## src/rtl/hwpe_multistream_sched_pkg.sv

```systemverilog
// Shared types and limits for the multi-stream HWPE scheduler.
package hwpe_multistream_sched_package;

    localparam int unsigned MAX_N_IN  = 8;
    localparam int unsigned MAX_N_OUT = 8;

    typedef enum logic [1:0] {
        ST_IDLE     = 2'd0,
        ST_START    = 2'd1,
        ST_COMPUTE  = 2'd2,
        ST_FINISHED = 2'd3
    } sched_state_e;

endpackage

```

## src/rtl/hwpe_multistream_sched_if.sv

```systemverilog
// Streamer handshake bundle between the scheduler (master) and its input/output streamers (slave).
interface hwpe_multistream_sched_if #(
    parameter int unsigned N_IN  = 2,
    parameter int unsigned N_OUT = 1
) ();

    logic [N_IN-1:0]  in_start_o;
    logic [N_IN-1:0]  in_ready_i;
    logic [N_IN-1:0]  in_done_i;
    logic [N_OUT-1:0] out_start_o;
    logic [N_OUT-1:0] out_ready_i;
    logic [N_OUT-1:0] out_beat_i;

    modport master (
        output in_start_o, out_start_o,
        input  in_ready_i, in_done_i, out_ready_i, out_beat_i
    );

    modport slave (
        input  in_start_o, out_start_o,
        output in_ready_i, in_done_i, out_ready_i, out_beat_i
    );

endinterface

```

## src/rtl/hwpe_ms_beat_cnt.sv

```systemverilog
// Per-output beat counter: counts handshaked beats up to a limit, then holds and flags extra beats.
module hwpe_ms_beat_cnt
    import hwpe_multistream_sched_package::*;
#(
    parameter int unsigned CNT_W = 32
) (
    input  logic             clk,
    input  logic             rst,
    input  logic             clear,
    input  logic             en,
    input  logic             beat,
    input  logic [CNT_W-1:0] limit,
    output logic             cmpl,
    output logic             ovf_c
);

    logic [CNT_W-1:0] cnt_q;

    // A beat arriving after the stream already completed is an overflow.
    assign ovf_c = en & beat & cmpl;

    // Count beats; the beat that finds cnt==limit completes the stream and the count holds.
    always_ff @(posedge clk or posedge rst) begin
        if (rst) begin
            cnt_q <= '0;
            cmpl  <= 1'b0;
        end else if (clear) begin
            cnt_q <= '0;
            cmpl  <= 1'b0;
        end else if (en && beat && !cmpl) begin
            if (cnt_q == limit) begin
                cmpl <= 1'b1;
            end else begin
                cnt_q <= cnt_q + CNT_W'(1);
            end
        end
    end

endmodule

```

## src/rtl/hwpe_multistream_sched.sv

```systemverilog
// Multi-stream job scheduler: issues streamers, launches the engine, tracks completion per iteration.
module hwpe_multistream_sched
    import hwpe_multistream_sched_package::*;
#(
    parameter int unsigned N_IN   = 2,
    parameter int unsigned N_OUT  = 1,
    parameter int unsigned CNT_W  = 32,
    parameter int unsigned ITER_W = 16
) (
    input  logic                     clk_i,
    input  logic                     rst_i,
    input  logic                     clear_i,
    input  logic                     start_i,
    input  logic [ITER_W-1:0]        nb_iter_i,
    input  logic [N_OUT*CNT_W-1:0]   cnt_limit_i,
    hwpe_multistream_sched_if.master strm,
    output logic                     engine_start_o,
    output logic                     busy_o,
    output logic                     done_o,
    output logic                     err_o,
    output logic [ITER_W-1:0]        iter_o
);

    sched_state_e             state_q, state_d;
    logic [N_IN-1:0]          in_issued_q, in_issued_d;
    logic [N_IN-1:0]          in_cmpl_q, in_cmpl_d;
    logic [N_IN-1:0]          in_start_q, in_start_d;
    logic [N_OUT-1:0]         out_issued_q, out_issued_d;
    logic [N_OUT-1:0]         out_start_q, out_start_d;
    logic [N_OUT-1:0]         out_cmpl;
    logic [N_OUT-1:0]         out_ovf;
    logic [ITER_W-1:0]        iter_q, iter_d;
    logic [ITER_W-1:0]        nb_iter_q, nb_iter_d;
    logic [N_OUT*CNT_W-1:0]   limit_q, limit_d;
    logic                     err_q, err_d;
    logic                     busy_q, busy_d;
    logic                     done_q, done_d;
    logic                     eng_q, eng_d;
    logic                     cnt_clear_c;
    logic                     cnt_en_c;

    assign strm.in_start_o  = in_start_q;
    assign strm.out_start_o = out_start_q;
    assign engine_start_o   = eng_q;
    assign busy_o           = busy_q;
    assign done_o           = done_q;
    assign err_o            = err_q;
    assign iter_o           = iter_q;

    // One beat counter per output stream, cleared at job start, iteration turnaround and soft clear.
    for (genvar j = 0; j < N_OUT; j++) begin : g_cnt
        hwpe_ms_beat_cnt #(
            .CNT_W (CNT_W)
        ) u_cnt (
            .clk   (clk_i),
            .rst   (rst_i),
            .clear (cnt_clear_c),
            .en    (cnt_en_c),
            .beat  (strm.out_beat_i[j]),
            .limit (limit_q[j*CNT_W +: CNT_W]),
            .cmpl  (out_cmpl[j]),
            .ovf_c (out_ovf[j])
        );
    end

    // State and registered outputs.
    always_ff @(posedge clk_i or posedge rst_i) begin
        if (rst_i) begin
            state_q      <= ST_IDLE;
            in_issued_q  <= '0;
            in_cmpl_q    <= '0;
            in_start_q   <= '0;
            out_issued_q <= '0;
            out_start_q  <= '0;
            iter_q       <= '0;
            nb_iter_q    <= '0;
            limit_q      <= '0;
            err_q        <= 1'b0;
            busy_q       <= 1'b0;
            done_q       <= 1'b0;
            eng_q        <= 1'b0;
        end else begin
            state_q      <= state_d;
            in_issued_q  <= in_issued_d;
            in_cmpl_q    <= in_cmpl_d;
            in_start_q   <= in_start_d;
            out_issued_q <= out_issued_d;
            out_start_q  <= out_start_d;
            iter_q       <= iter_d;
            nb_iter_q    <= nb_iter_d;
            limit_q      <= limit_d;
            err_q        <= err_d;
            busy_q       <= busy_d;
            done_q       <= done_d;
            eng_q        <= eng_d;
        end
    end

    // Next-state and next-output logic; soft clear overrides everything else.
    always_comb begin
        state_d      = state_q;
        in_issued_d  = in_issued_q;
        in_cmpl_d    = in_cmpl_q;
        out_issued_d = out_issued_q;
        iter_d       = iter_q;
        nb_iter_d    = nb_iter_q;
        limit_d      = limit_q;
        err_d        = err_q;
        cnt_clear_c  = 1'b0;
        cnt_en_c     = (state_q == ST_START) || (state_q == ST_COMPUTE);

        if (cnt_en_c) begin
            in_cmpl_d = in_cmpl_q | strm.in_done_i;
            err_d     = err_q | (|out_ovf);
        end

        case (state_q)
            ST_IDLE: begin
                if (start_i) begin
                    nb_iter_d    = nb_iter_i;
                    limit_d      = cnt_limit_i;
                    iter_d       = '0;
                    err_d        = 1'b0;
                    in_issued_d  = '0;
                    out_issued_d = '0;
                    in_cmpl_d    = '0;
                    cnt_clear_c  = 1'b1;
                    state_d      = ST_START;
                end
            end
            ST_START: begin
                in_issued_d  = in_issued_q  | (in_start_q  & strm.in_ready_i);
                out_issued_d = out_issued_q | (out_start_q & strm.out_ready_i);
                if ((&in_issued_d) && (&out_issued_d)) begin
                    state_d = ST_COMPUTE;
                end
            end
            ST_COMPUTE: begin
                if ((&in_cmpl_q) && (&out_cmpl)) begin
                    if (iter_q == nb_iter_q) begin
                        state_d = ST_FINISHED;
                    end else begin
                        iter_d       = iter_q + ITER_W'(1);
                        in_issued_d  = '0;
                        out_issued_d = '0;
                        in_cmpl_d    = '0;
                        cnt_clear_c  = 1'b1;
                        state_d      = ST_START;
                    end
                end
            end
            ST_FINISHED: begin
                state_d = ST_IDLE;
            end
            default: begin
                state_d = ST_IDLE;
            end
        endcase

        if (clear_i) begin
            state_d      = ST_IDLE;
            in_issued_d  = '0;
            out_issued_d = '0;
            in_cmpl_d    = '0;
            iter_d       = '0;
            nb_iter_d    = '0;
            limit_d      = '0;
            err_d        = 1'b0;
            cnt_clear_c  = 1'b1;
        end

        in_start_d  = (state_d == ST_START) ? ~in_issued_d  : '0;
        out_start_d = (state_d == ST_START) ? ~out_issued_d : '0;
        busy_d      = (state_d != ST_IDLE);
        done_d      = (state_d == ST_FINISHED);
        eng_d       = (state_d == ST_COMPUTE) && (state_q != ST_COMPUTE);
    end

endmodule

```

## src/flat_wrapper.sv

```systemverilog
// flat-port wrapper written by rule: the top's interface ports become plain ports
module hwpe_multistream_sched_flat import hwpe_multistream_sched_package::*;
#(
    parameter int unsigned N_IN   = 2,
    parameter int unsigned N_OUT  = 1,
    parameter int unsigned CNT_W  = 32,
    parameter int unsigned ITER_W = 16
)
  (clk_i, rst_i, clear_i, start_i, nb_iter_i, cnt_limit_i, engine_start_o, busy_o, done_o, err_o, iter_o, strm_in_start_o, strm_out_start_o, strm_in_ready_i, strm_in_done_i, strm_out_ready_i, strm_out_beat_i);
  hwpe_multistream_sched_if #(.N_IN(N_IN), .N_OUT(N_OUT)) strm_i ();
  input  logic clk_i;
  input  logic rst_i;
  input  logic clear_i;
  input  logic start_i;
  input  logic [ITER_W-1:0] nb_iter_i;
  input  logic [N_OUT*CNT_W-1:0] cnt_limit_i;
  output logic engine_start_o;
  output logic busy_o;
  output logic done_o;
  output logic err_o;
  output logic [ITER_W-1:0] iter_o;
  output wire logic [$bits(strm_i.in_start_o)-1:0] strm_in_start_o;
  output wire logic [$bits(strm_i.out_start_o)-1:0] strm_out_start_o;
  input wire logic [$bits(strm_i.in_ready_i)-1:0] strm_in_ready_i;
  input wire logic [$bits(strm_i.in_done_i)-1:0] strm_in_done_i;
  input wire logic [$bits(strm_i.out_ready_i)-1:0] strm_out_ready_i;
  input wire logic [$bits(strm_i.out_beat_i)-1:0] strm_out_beat_i;
  assign strm_in_start_o = strm_i.in_start_o;
  assign strm_out_start_o = strm_i.out_start_o;
  assign strm_i.in_ready_i = strm_in_ready_i;
  assign strm_i.in_done_i = strm_in_done_i;
  assign strm_i.out_ready_i = strm_out_ready_i;
  assign strm_i.out_beat_i = strm_out_beat_i;
  hwpe_multistream_sched #(.N_IN(N_IN), .N_OUT(N_OUT), .CNT_W(CNT_W), .ITER_W(ITER_W)) u_core (.clk_i(clk_i), .rst_i(rst_i), .clear_i(clear_i), .start_i(start_i), .nb_iter_i(nb_iter_i), .cnt_limit_i(cnt_limit_i), .strm(strm_i), .engine_start_o(engine_start_o), .busy_o(busy_o), .done_o(done_o), .err_o(err_o), .iter_o(iter_o));
endmodule
```

## config.mk

```make
export PLATFORM = sky130hd
export DESIGN_NAME = hwpe_multistream_sched_flat
export DESIGN_NICKNAME = d
export VERILOG_FILES = /design/src/rtl/hwpe_multistream_sched_pkg.sv /design/src/rtl/hwpe_multistream_sched_if.sv /design/src/rtl/hwpe_ms_beat_cnt.sv /design/src/rtl/hwpe_multistream_sched.sv /design/src/flat_wrapper.sv
export SDC_FILE = /design/constraint.sdc
export NUM_CORES = 1
export LEC_CHECK = 0
export BUFFER_PORTS_ARGS = -buffer_cell sky130_fd_sc_hd__buf_2
export CAP_MARGIN = 10
export CORE_MARGIN = 3
export CORE_UTILIZATION = 40
export DETAILED_ROUTE_END_ITERATION = 16
export SLEW_MARGIN = 0
export SYNTH_ARGS = -nofsm -noshare
export SYNTH_HDL_FRONTEND = slang
export SYNTH_HIERARCHICAL = 1
export SYNTH_SLANG_ARGS = --single-unit
```

## constraint.sdc

```tcl
create_clock -name clk_i -period 6.8 [get_ports clk_i]
set_clock_uncertainty 0.2 [all_clocks]
set_input_delay 1.36 -clock clk_i [delete_from_list [all_inputs] [get_ports clk_i]]
set_output_delay 1.36 -clock clk_i [all_outputs]
set_load 0.01 [all_outputs]
```

# After elaboration in Yosys (flattened, before gate mapping)

Cells that the tools add are included.

Mux-type cells: 50
Bitwise gates (word level): 10
Equality and inequality tests: 13
Add/subtract/negate cells: 2
Reductions and logical operators: 20

Operators by type and width:

| kind                                                            | count |
|---|---|
| 32-bit 2-to-1 mux                                               | 6 |
| 16-bit 2-to-1 mux                                               | 7 |
| 32-bit by 1-bit adder with 32-bit output, second input constant | 1 |
| 32-bit == test                                                  | 1 |
| 16-bit one-hot mux with 2 select lines                          | 1 |
| 2-bit 2-to-1 mux                                                | 15 |
| 16-bit by 1-bit adder with 16-bit output, second input constant | 1 |
| 16-bit == test                                                  | 1 |
| 1-bit 2-to-1 mux                                                | 16 |
| 2-bit AND reduction                                             | 5 |
| 2-bit nonzero test                                              | 5 |
| 3-bit != test, second input constant                            | 3 |
| 2-bit == test, second input constant                            | 4 |
| 2-bit one-hot mux with 4 select lines                           | 1 |
| 2-bit one-hot mux with 3 select lines                           | 1 |
| 1-bit logical AND                                               | 5 |
| 2-bit by 1-bit == test with 1-bit output, second input constant | 2 |
| 2-bit bitwise OR                                                | 2 |
| 2-bit one-hot mux with 2 select lines                           | 1 |
| 4-bit AND reduction                                             | 1 |
| 1-bit bitwise AND                                               | 3 |
| 1-bit one-hot mux with 3 select lines                           | 1 |
| 3-bit nonzero test                                              | 1 |
| 2-bit bitwise AND                                               | 1 |
| other kinds (9)                                                 | 10 |

Output and inout bits: 23
Bits of input ports: 58
Bits in registers: 111
Logic and storage cells: 110

# Depth between registers and ports, before layout

Gate-level depths: netlist (run 1).

Depth after elaboration: 9
Gate-level depth with buffers: 10

# By module

Netlist (run 1), hierarchy kept.

By module, submodules not included:

| module                 | cells each | instances | area each (um^2) | seq. area each (um^2) |
|---|---|---|---|---|
| hwpe_multistream_sched | 314        | 1         | 3646.0           | 1951.9 |
| hwpe_ms_beat_cnt       | 248        | 1         | 2232.1           | 825.8 |

# Worst setup path before layout (run 1)

Ideal clock, no wire load.

Path type: input port to flip-flop
Start: input port clear_i
End: register u_core.g_cnt[0].u_cnt.cnt_q[29]
Cell stages on the path: 8
Setup slack: 3.496 ns
Arrival time: 3.039 ns
Library setup time: 0.065 ns
Path buffers: 5
Path through: buf_2 -> a21oi_1 -> clkbuf_1 -> o31ai_1 -> clkbuf_1 -> clkbuf_1 -> clkbuf_1 -> o21ba_1

Cells in the longest elaborated chain, start to end: 3
Elaborated cells between the ends (all ways): 5

Ends and longest elaborated chain:

| element                                                                                         | line                          | RTL |
|---|---|---|
| start: declaration                                                                              | flat_wrapper.sv:13            | `input logic clear_i;` |
| 1-bit 2-to-1 mux *                                                                              | hwpe_multistream_sched.sv:160 | `if (clear_i) begin` |
| via u_core.cnt_clear_c                                                                          | hwpe_multistream_sched.sv:39  | `logic cnt_clear_c;` |
| 2-bit by 1-bit != test with 1-bit output (no line) / 2-bit nonzero test (equally long branches) | -                             |  |
| 2-bit AND reduction (no line)                                                                   | -                             |  |
| end signal: assignment                                                                          | hwpe_ms_beat_cnt.sv:34        | `cnt_q <= cnt_q + CNT_W'(1);` |
| end: declaration                                                                                | hwpe_ms_beat_cnt.sv:17        | `logic [CNT_W-1:0] cnt_q;` |

Mark *: on every way through the listed nets, which the timed path passes. The rest lies on a longest branch.
A chain may end at the register's enable or synchronous reset.

# Worst setup path in the final report (run 1)

Start: input port clear_i
End: register u_core.iter_q[12] (netlist: u_core/iter_o[12])

Cells in the longest elaborated chain, start to end: 2
Elaborated cells between the ends (all ways): 6

Ends and longest elaborated chain:

| element                                                              | line                         | RTL |
|---|---|---|
| 3-bit != test (no line) / 3-bit nonzero test (equally long branches) | -                            |  |
| 4-bit AND reduction (no line)                                        | -                            |  |
| end signal: assignment                                               | hwpe_multistream_sched.sv:89 | `iter_q <= iter_d;` |
| end: declaration                                                     | hwpe_multistream_sched.sv:32 | `logic [ITER_W-1:0] iter_q, iter_d;` |

Several ways; a longest one is shown, not always the timed one.

==> results.sh, run 1 <==
export IMPL_status="finished, final reports clean"
export IMPL_netlist_area_sq_mm=0.00588
export IMPL_drv_cap=0
export IMPL_crit_start="clear_i"
export IMPL_route_met3_wl_microns=885
export IMPL_num_vias=4704
export IMPL_gp_routability_congestion=0.869
export IMPL_rsz0062_at_grt="false"
export IMPL_synth_area_per_cell_sq_um=10.5
export IMPL_rows=43
export IMPL_slew_headroom_pct=24.3
export IMPL_synthTopCellsByArea="dfrtp_1, a22o_1, xor2_1, mux2_2, nor4_1"
export IMPL_async_flop_share_pct=100
export IMPL_seq_power_share_pct=49.9
export IMPL_switching_share_pct=27.7
export IMPL_finalHoldViolCount=0
export IMPL_routed_wl_met2_mm=7.08
export IMPL_synth_top_area_share_pct=47.3
export IMPL_cp_end_kind="register"
export IMPL_hold_class="reg2reg"
export IMPL_hpwl_mm=10.7
export IMPL_layout_nets=692
export IMPL_synth_edf_count=0
export IMPL_path_class="in2reg"
export IMPL_p_int_mw=1.04
export IMPL_die_h_microns=127
export IMPL_wire_per_inst_microns=18.6
export IMPL_antenna_cells=0
export IMPL_switchingPower_mw=0.397
export IMPL_cts_hold_buffers=0
export IMPL_combPwrFrac_pct=13.8
export IMPL_netlist_instances=562
export IMPL_cts_setup_buffers=0
export IMPL_synth_largest_area_cell="dfrtp_1"
export IMPL_die_area_sq_mm=0.0162
export IMPL_vdd_drop_max_mv=0.138
export IMPL_ios=81
export IMPL_start_util_pct=41.5
export IMPL_fin_setup_tns_ns=0
export IMPL_clock_path_buffers=2
export IMPL_cts_tree="built"
export IMPL_dp_worst_setup_slack_ns=3.46
export IMPL_setup_viol=0
export IMPL_antenna_found_initial=0
export IMPL_die_w_microns=127
export IMPL_wl_met1_mm=7.02
export IMPL_clk_pin_slew_ns=0.07
export IMPL_r2r_start="u_core/g_cnt[0].u_cnt/cnt_q[27]$_DFFE_PP0P_"
export IMPL_synth_cell_type_count=58
export IMPL_cts_resized=0
export IMPL_grt_pass1_vias=4622
export IMPL_grt_remaining_overflow=0
export IMPL_syn_to_final_growth_pct=14.5
export IMPL_crit_chain="buf_2, a21oi_4, buf_4, o21ai_2, nand3_1, nor4_1, mux2i_1"
export IMPL_grtUsageTotal_pct=19.2
export IMPL_clk_latency_ns=0.36
export IMPL_critical_path_arrival_ns=3.05
export IMPL_min_period_ns=3.02
export IMPL_cp_slowest_cell="buf_4"
export IMPL_cts_buffers_inserted=9
export IMPL_core_sq_mm=0.0141
export IMPL_top_layer_used="met4"
export IMPL_fin_crit_sh_pct=44.5
export IMPL_seq_area_frac_synth_pct=47.3
export IMPL_p_leak_nw=3.06
export IMPL_pwr_share_clk_pct=36.3
export IMPL_drt_total_wl_mm=15.2
export IMPL_drt_iter0_markers=376
export IMPL_critPathRequiredTime_ns=6.83
export IMPL_tightestPinTransition_ns=1.13
export IMPL_worstPathMaxFanout=43
export IMPL_grt_max_degree=79
export IMPL_syn_nets=626
export IMPL_drc=0
export IMPL_finalMaxSlewViolations=0
export IMPL_drtAntennaViolNets=0
export IMPL_drt_pass1_iter_count=5
export IMPL_setup_ws_ns=3.78
export IMPL_grt_pass1_wl_mm=24.8
export IMPL_yosysWarnings=6
export IMPL_htree_num_levels=3
export IMPL_pwr_density_cell_mw_per_mm2=213
export IMPL_clock_sinks=111
export IMPL_synth_top_flop_cell="dfrtp_1"
export IMPL_worstHoldStart="u_core/err_o$_DFF_PP0_"
export IMPL_crit_path_max_incr_delay_ns=0.48
export IMPL_cp_start_kind="input pin"
export IMPL_root_buffer="clkbuf_16"
export IMPL_via_per_inst=5.79
export IMPL_ys_seq_elements=111
export IMPL_port_buffers=80
export IMPL_drive_gt1_share_pct=22.1
export IMPL_fmax_mhz=331
power by group through the flow:
stage	Combinational, mW	Sequential [mW]	Clock, mW
floorplan	0.135	0.722	0
global placement	0.193	0.728	0
detailed placement	0.196	0.729	0
CTS	0.197	0.716	0.531
global route	0.219	0.719	0.557
finish	0.197	0.715	0.521
per-layer routing:
layer | track usage (%) | up-vias
met1 | 27.3 | 2321
met2 | 30.1 | 162
met5 | 0 | -
met3 | 4.39 | 15
li1 | - | 2206
met4 | 4.35 | 0
state kept, by name, indices dropped and copies added (netlist names), 2 cells and up:
register	count
u_core/g_cnt.u_cnt/cnt_q	32
u_core/in_cmpl_q	2
u_core/in_issued_q	2
u_core/iter_o	16
u_core/limit_q	32
u_core/nb_iter_q	16
u_core/state_q	2
u_core/strm.in_start_o	2
worst max-delay path, delay by kind of cell:
kind                   cells  cell delay, ns
buffers and inverters      2            0.66
AOI/OAI and AO/OA          2            0.49
and+or+nand+nor            2            0.37
muxes                      1            0.14
final timing paths:
path | cells past startpoint | slack [ns] | endpoint
worst min-delay path | 2 | 0.34 | u_core/err_o$_DFF_PP0_
max in group asynchronous | 3 | 4.63 | u_core/limit_q[17]$_DFFE_PP0P_
min in group asynchronous | 3 | 0.92 | u_core/g_cnt[0].u_cnt/cnt_q[22]$_DFFE_PP0P_
worst min register to register | 2 | 0.34 | u_core/err_o$_DFF_PP0_
worst max-delay path | 7 | 3.78 | u_core/iter_o[12]$_DFFE_PP0P_
worst max register to register | 6 | 3.82 | u_core/g_cnt[0].u_cnt/cnt_q[15]$_DFFE_PP0P_
synthesized netlist by cell type, types with 3 or more instances:
cell        n
dfrtp_1   111
a22o_1     48
xor2_1     36
nand2_1    33
nor2_1     33
a21oi_1    27
nor4_1     22
clkbuf_1   16
nand3_1    15
xnor2_1    15
nand4_1    14
nor2b_1    14
mux2_2     13
mux2i_1    13
inv_1      12
nor3_1     12
or4_1      12
o31ai_1    11
buf_2       9
nand2b_1    9
o21ai_0     8
or3_1       7
ha_1        6
o211ai_1    6
or2_2       5
a31oi_1     4
and3_1      4
and4b_1     3
buf_1       3
buf_6       3
xnor2_2     3
through the flow:
| stage | total power, mW | util [%] | cell area, sq um | hold slack [ns] | cells |
|---|---|---|---|---|---|
| 2_1_floorplan | 0.858 | - | 5880 | 0.293 | 562 |
| 3_3_place_gp | 0.921 | 45.5 | 6440 | 0.311 | 797 |
| 3_5_place_dp | 0.924 | 45.5 | 6440 | 0.315 | 797 |
| 4_1_cts | 1.44 | 47.6 | 6730 | 0.334 | 813 |
| 5_1_grt | 1.50 | 47.6 | 6730 | 0.352 | 813 |
| 6_report | 1.43 | 47.6 | 6730 | 0.336 | 813 |
placed cells by master, fill, tap and decap left out, drive strengths merged, types with 10 or more instances in the layout:
cell type  count
a21oi         27
a22o          48
buf           88
clkbuf        11
dfrtp        111
inv           13
mux2          13
mux2i         13
nand2         33
nand3         15
nand4         16
nor2          33
nor2b         14
nor3          13
nor4          23
o21ai         10
o31ai         11
or4           12
xnor2         18
xor2          36
final cells by class:
cell class / instances / area [sq um]
fillers: 1327 / 7420
multi-input cells: 406 / 2930
flip-flops and latches: 111 / 2780
repair buffers: 88 / 460
clock buffers: 11 / 253
well taps: 180 / 225
inverters: 12 / 45.0
clock inverters: 5 / 40.0
logic make-up after synthesis:
family | share of synthesized area, %
DFF | 47.3
buffers and inverters | 3.49
adders and majority gates | 1.28
AOI/OAI and AO/OA | 15.2
and+or+nand+nor | 19.6
muxes | 4.70
xor gates and xnor gates | 8.43
Note: power is estimated with default switching activity, not from simulation.
==> inputs of run 2 (changes only) <==
clock period = 2.71 ns   (was 6.8 ns; I/O delays follow)
==> run 2 against run 1 <==
Against the previous run: non-clock buffer count up 13; register-to-register slack worse by 3.7 ns; final area grew 2.0%; critical endpoint is now u_core/g_cnt[0].u_cnt/cnt_q[25]$_DFFE_PP0P_; global-route usage down 0.25 points; critical path type is now reg2reg; largest cell class unchanged; critical path depth unchanged; hold slack worse by 0.14 ns; flip-flop and latch count is the same; routed wire length down 0.43%.
==> results.sh, run 2 (synthesis results as in run 1) <==
export IMPL_fmax_mhz=391
export IMPL_most_common_layout_cells="dfrtp_1, buf_2, a22o_1, xor2_1, nand2_1"
export IMPL_status="finished, final reports clean"
export IMPL_num_vias=4761
export IMPL_rows=43
export IMPL_hpwl_mm=10.9
export IMPL_drt_total_wl_mm=15.1
export IMPL_syn_to_final_growth_pct=16.8
export IMPL_hold_class="in2reg"
export IMPL_grt_remaining_overflow=0
export IMPL_die_h_microns=127
export IMPL_setup_viol=0
export IMPL_core_sq_mm=0.0141
export IMPL_fin_crit_sh_pct=94.3
export IMPL_rsz0062_at_grt="false"
export IMPL_tightestPinTransition_ns=0.485
export IMPL_path_class="reg2reg"
export IMPL_fin_setup_tns_ns=0
export IMPL_drt_iter0_markers=386
export IMPL_grt_pass1_wl_mm=24.5
export IMPL_drtAntennaViolNets=0
export IMPL_finalMaxSlewViolations=0
export IMPL_grt_max_degree=74
export IMPL_start_util_pct=41.5
export IMPL_reg_largest_list="u_core/g_cnt.u_cnt/cnt_q x32, u_core/limit_q x32"
export IMPL_clock_path_buffers=2
export IMPL_drc=0
export IMPL_report_power_total_mw=3.58
export IMPL_grtUsageTotal_pct=19.0
export IMPL_reg2reg_slack_ns=0.15
export IMPL_cp_end_kind="register"
export IMPL_cts_tree="built"
export IMPL_cts_setup_buffers=0
export IMPL_cts_buffers_inserted=9
export IMPL_clk_latency_ns=0.36
export IMPL_htree_num_levels=3
export IMPL_clk_pin_slew_ns=0.08
export IMPL_port_buffers=80
export IMPL_grt_pass1_vias=4641
export IMPL_holdWs_ns=0.197
export IMPL_cp_start_kind="register"
export IMPL_layout_nets=705
export IMPL_clock_sinks=111
export IMPL_setup_ws_ns=0.153
export IMPL_p_leak_nw=3.13
export IMPL_antenna_cells=0
export IMPL_finalHoldViolCount=0
export IMPL_gp_routability_congestion=0.931
export IMPL_antenna_found_initial=0
export IMPL_vdd_drop_max_mv=0.347
export IMPL_via_per_inst=5.77
export IMPL_min_period_ns=2.56
export IMPL_ios=81
export IMPL_drv_cap=0
export IMPL_slew_headroom_pct=67.7
export IMPL_critical_path_arrival_ns=2.64
export IMPL_root_buffer="clkbuf_16"
export IMPL_die_w_microns=127
export IMPL_dp_worst_setup_slack_ns=0.196
export IMPL_critPathRequiredTime_ns=2.79
export IMPL_wire_per_inst_microns=18.3
export IMPL_fin_util_pct=48.5
export IMPL_drt_pass1_iter_count=5
export IMPL_die_area_sq_mm=0.0162
export IMPL_final_common_cell="dfrtp_1"
export IMPL_pwr_density_cell_mw_per_mm2=522
export IMPL_worstPathMaxFanout=6
export IMPL_drive_gt1_share_pct=23.7
[run 2: final timing paths]
kind / endpoint / startpoint / cells past startpoint
min in group asynchronous: u_core/limit_q[30]$_DFFE_PP0P_ / rst_i / 3
worst max register to register: u_core/g_cnt[0].u_cnt/cnt_q[25]$_DFFE_PP0P_ / u_core/state_q[1]$_DFF_PP0_ / 7
worst min register to register: u_core/limit_q[8]$_DFFE_PP0P_ / u_core/limit_q[8]$_DFFE_PP0P_ / 1
worst min-delay path: u_core/nb_iter_q[5]$_DFFE_PP0P_ / nb_iter_i[5] / 2
max in group asynchronous: u_core/limit_q[20]$_DFFE_PP0P_ / rst_i / 4
worst max-delay path: u_core/g_cnt[0].u_cnt/cnt_q[25]$_DFFE_PP0P_ / u_core/state_q[1]$_DFF_PP0_ / 7
[run 2: critical path, cell delays in order, from the launching register on]
cell     delay (ns)
dfrtp_1        0.42
inv_1          0.10
ha_2           0.33
nand2_1        0.09
or2_2          0.34
or4_1          0.54
or3_1          0.32
a21oi_1        0.14
[run 2: cell type report]
class                           instances  area [sq um]
Timing Repair Buffer                  101           598
Tap cell                              180           225
Inverter                               12          48.8
Multi-Input combinational cell        406          2940
Clock inverter                          5          43.8
Sequential cell                       111          2780
Fill cell                            1310          7290
Clock buffer                           10           229
[run 2: per-layer routing]
metal	vias to the layer above	share of wire [%]	track usage [%]
li1	2238	-	-
met1	2335	46	26.8
met2	161	46	29.2
met3	27	5.8	4.18
met4	0	1.6	5.87
met5	-	0	0
[run 2: what timing repair did]
action | CTS | global route
setup endpoints to repair | 0 | 3
endpoints found under the hold margin | 5 | 0
gates resized for setup | 0 | 3
hold buffers | 1 | 0
[run 2: metrics by stage]
step | area, sq um | cells
6_report | 6860 | 825
5_1_grt | 6860 | 825
4_1_cts | 6850 | 825
3_5_place_dp | 6570 | 809
3_3_place_gp | 6570 | 809
2_1_floorplan | 5880 | 562
[run 2: where the power goes]
part	internal, mW	switching, mW
sequential	1.73	0.0688
combinational	0.215	0.309
clock	0.631	0.625
==> inputs of run 3 (changes only) <==
MAX_ROUTING_LAYER = met4   (was default)
==> run 3 against run 2 <==
Against the previous run: flip-flop and latch count did not move; non-clock buffer count unchanged; sequential power is essentially flat; largest cell class unchanged; largest power group unchanged.
==> results.sh, run 3 (synthesis results as in run 1) <==
export IMPL_status="finished, final reports clean"
export IMPL_grt_pass1_vias=4628
export IMPL_multi_input_area_sq_mm=0.00294
export IMPL_cp_start_kind="register"
export IMPL_root_buffer="clkbuf_16"
export IMPL_clock_path_buffers=2
export IMPL_cts_buffers_inserted=9
export IMPL_hpwl_mm=10.9
export IMPL_cp_end_kind="register"
export IMPL_finalHoldViolCount=0
export IMPL_critical_path_arrival_ns=2.65
export IMPL_ff_latch_area_sq_mm=0.00278
export IMPL_path_class="reg2reg"
export IMPL_antenna_found_initial=0
export IMPL_fin_crit_sh_pct=94.6
export IMPL_placedCellCount=809
export IMPL_grt_remaining_overflow=0
export IMPL_port_buffers=80
export IMPL_core_sq_mm=0.0141
export IMPL_pwr_density_cell_mw_per_mm2=522
export IMPL_drt_iter0_markers=381
export IMPL_cp_slowest_cell="or4_1"
export IMPL_layout_nets=705
export IMPL_via_per_inst=5.78
export IMPL_hold_class="in2reg"
export IMPL_antenna_cells=0
export IMPL_stdcell_count=825
export IMPL_fmax_mhz=390
export IMPL_r2r_start="u_core/state_q[1]$_DFF_PP0_"
export IMPL_grt_pass1_wl_mm=24.5
export IMPL_finalMaxSlewViolations=0
export IMPL_start_util_pct=41.5
export IMPL_rows=43
export IMPL_drt_total_wl_mm=15.1
export IMPL_crit_family="simple AND/OR/NAND/NOR gates"
export IMPL_clk_pin_slew_ns=0.08
export IMPL_rsz0062_at_grt="false"
export IMPL_drt_pass1_iter_count=4
export IMPL_worstPathMaxFanout=6
export IMPL_tightestPinTransition_ns=0.503
export IMPL_ios=81
export IMPL_drv_cap=0
export IMPL_wire_per_inst_microns=18.3
export IMPL_htree_num_levels=3
export IMPL_critPathRequiredTime_ns=2.80
export IMPL_worstHoldStart="nb_iter_i[5]"
export IMPL_most_common_layout_cells="dfrtp_1, buf_2, a22o_1, xor2_1, nand2_1"
export IMPL_drc=0
export IMPL_p_leak_nw=3.13
export IMPL_min_period_ns=2.56
export IMPL_report_power_total_mw=3.58
export IMPL_cts_setup_buffers=0
export IMPL_die_area_sq_mm=0.0162
export IMPL_setup_ws_ns=0.146
export IMPL_die_h_microns=127
export IMPL_final_common_cell="dfrtp_1"
export IMPL_fin_setup_tns_ns=0
export IMPL_die_w_microns=127
export IMPL_dpl_cell_area_sq_mm=0.00657
export IMPL_drive_gt1_share_pct=23.7
export IMPL_nFillCells=1310
export IMPL_cts_tree="built"
export IMPL_gp_routability_congestion=0.948
export IMPL_dp_worst_setup_slack_ns=0.196
export IMPL_crit_chain="inv_1, ha_2, nand2_1, or2_2, or4_1, or3_1, a21oi_1"
export IMPL_grtUsageTotal_pct=19.5
export IMPL_reg_largest_list="u_core/g_cnt.u_cnt/cnt_q x32, u_core/limit_q x32"
export IMPL_syn_to_final_growth_pct=16.8
export IMPL_clk_latency_ns=0.36
export IMPL_setup_viol=0
export IMPL_num_vias=4766
export IMPL_clock_sinks=111
export IMPL_crit_path_max_incr_delay_ns=0.54
export IMPL_grt_max_degree=74
export IMPL_path_buf_inv=1
export IMPL_fin_area_sq_mm=0.00686
export IMPL_slew_headroom_pct=66.1
export IMPL_vdd_drop_max_mv=0.342
export IMPL_crit_start="u_core/state_q[1]$_DFF_PP0_"
export IMPL_drtAntennaViolNets=0
## run 3: cell counts in the layout (fill, tap and decap cells not counted)
Identical to the previous run, type by type.
## run 3: power by group
group / leakage, nW / switching (mW) / internal (mW)
Sequential: 1.52 / 0.0691 / 1.73
Clock: 0.127 / 0.629 / 0.631
Combinational: 1.48 / 0.308 / 0.215
Total: 3.13 / 1.01 / 2.58
## run 3: worst paths after layout
check	end	slack, ns	cells after the start
worst max-delay path	u_core/g_cnt[0].u_cnt/cnt_q[25]$_DFFE_PP0P_	0.15	7
worst min-delay path	u_core/nb_iter_q[5]$_DFFE_PP0P_	0.19	2
worst max register to register	u_core/g_cnt[0].u_cnt/cnt_q[25]$_DFFE_PP0P_	0.15	7
worst min register to register	u_core/limit_q[8]$_DFFE_PP0P_	0.33	1
max in group asynchronous	u_core/limit_q[8]$_DFFE_PP0P_	1.22	4
min in group asynchronous	u_core/limit_q[30]$_DFFE_PP0P_	0.46	3
## run 3: timing repair
item,4_1_cts,5_1_grt
gates resized for setup,0,3
hold endpoints to repair,5,0
endpoints found under the setup margin,0,3
hold buffers,1,0
## run 3: routing by layer
metal  vias to the layer above  GRT usage, %  routed length [microns]
met5                         -             -                        0
met4                         0          5.80                      264
met3                        26          3.97                      835
met2                       148          29.2                     6930
met1                      2354          27.0                     7030
li1                       2238             -                        -
## run 3: worst register-to-register path, stage by stage (launching register included)
cell and delay, ns:
dfrtp_1 0.43, inv_1 0.10, ha_2 0.33, nand2_1 0.09, or2_2 0.34, or4_1 0.54
or3_1 0.32, a21oi_1 0.14
## run 3: area by class of cell
class / instances / area share [%]
clock buffers: 10 / 3.34
inverters: 12 / 0.711
well taps: 180 / 3.28
repair buffers: 101 / 8.71
multi-input cells: 406 / 42.9
flip-flops and latches: 111 / 40.5
clock inverters: 5 / 0.638
## run 3: metrics by stage
stage,util (%),hold slack [ns]
after floorplan,-,0.293
after global placement,46.4,0.279
after detailed placement,46.4,0.275
after CTS,48.4,0.183
after global routing,48.5,0.184
final,48.5,0.195
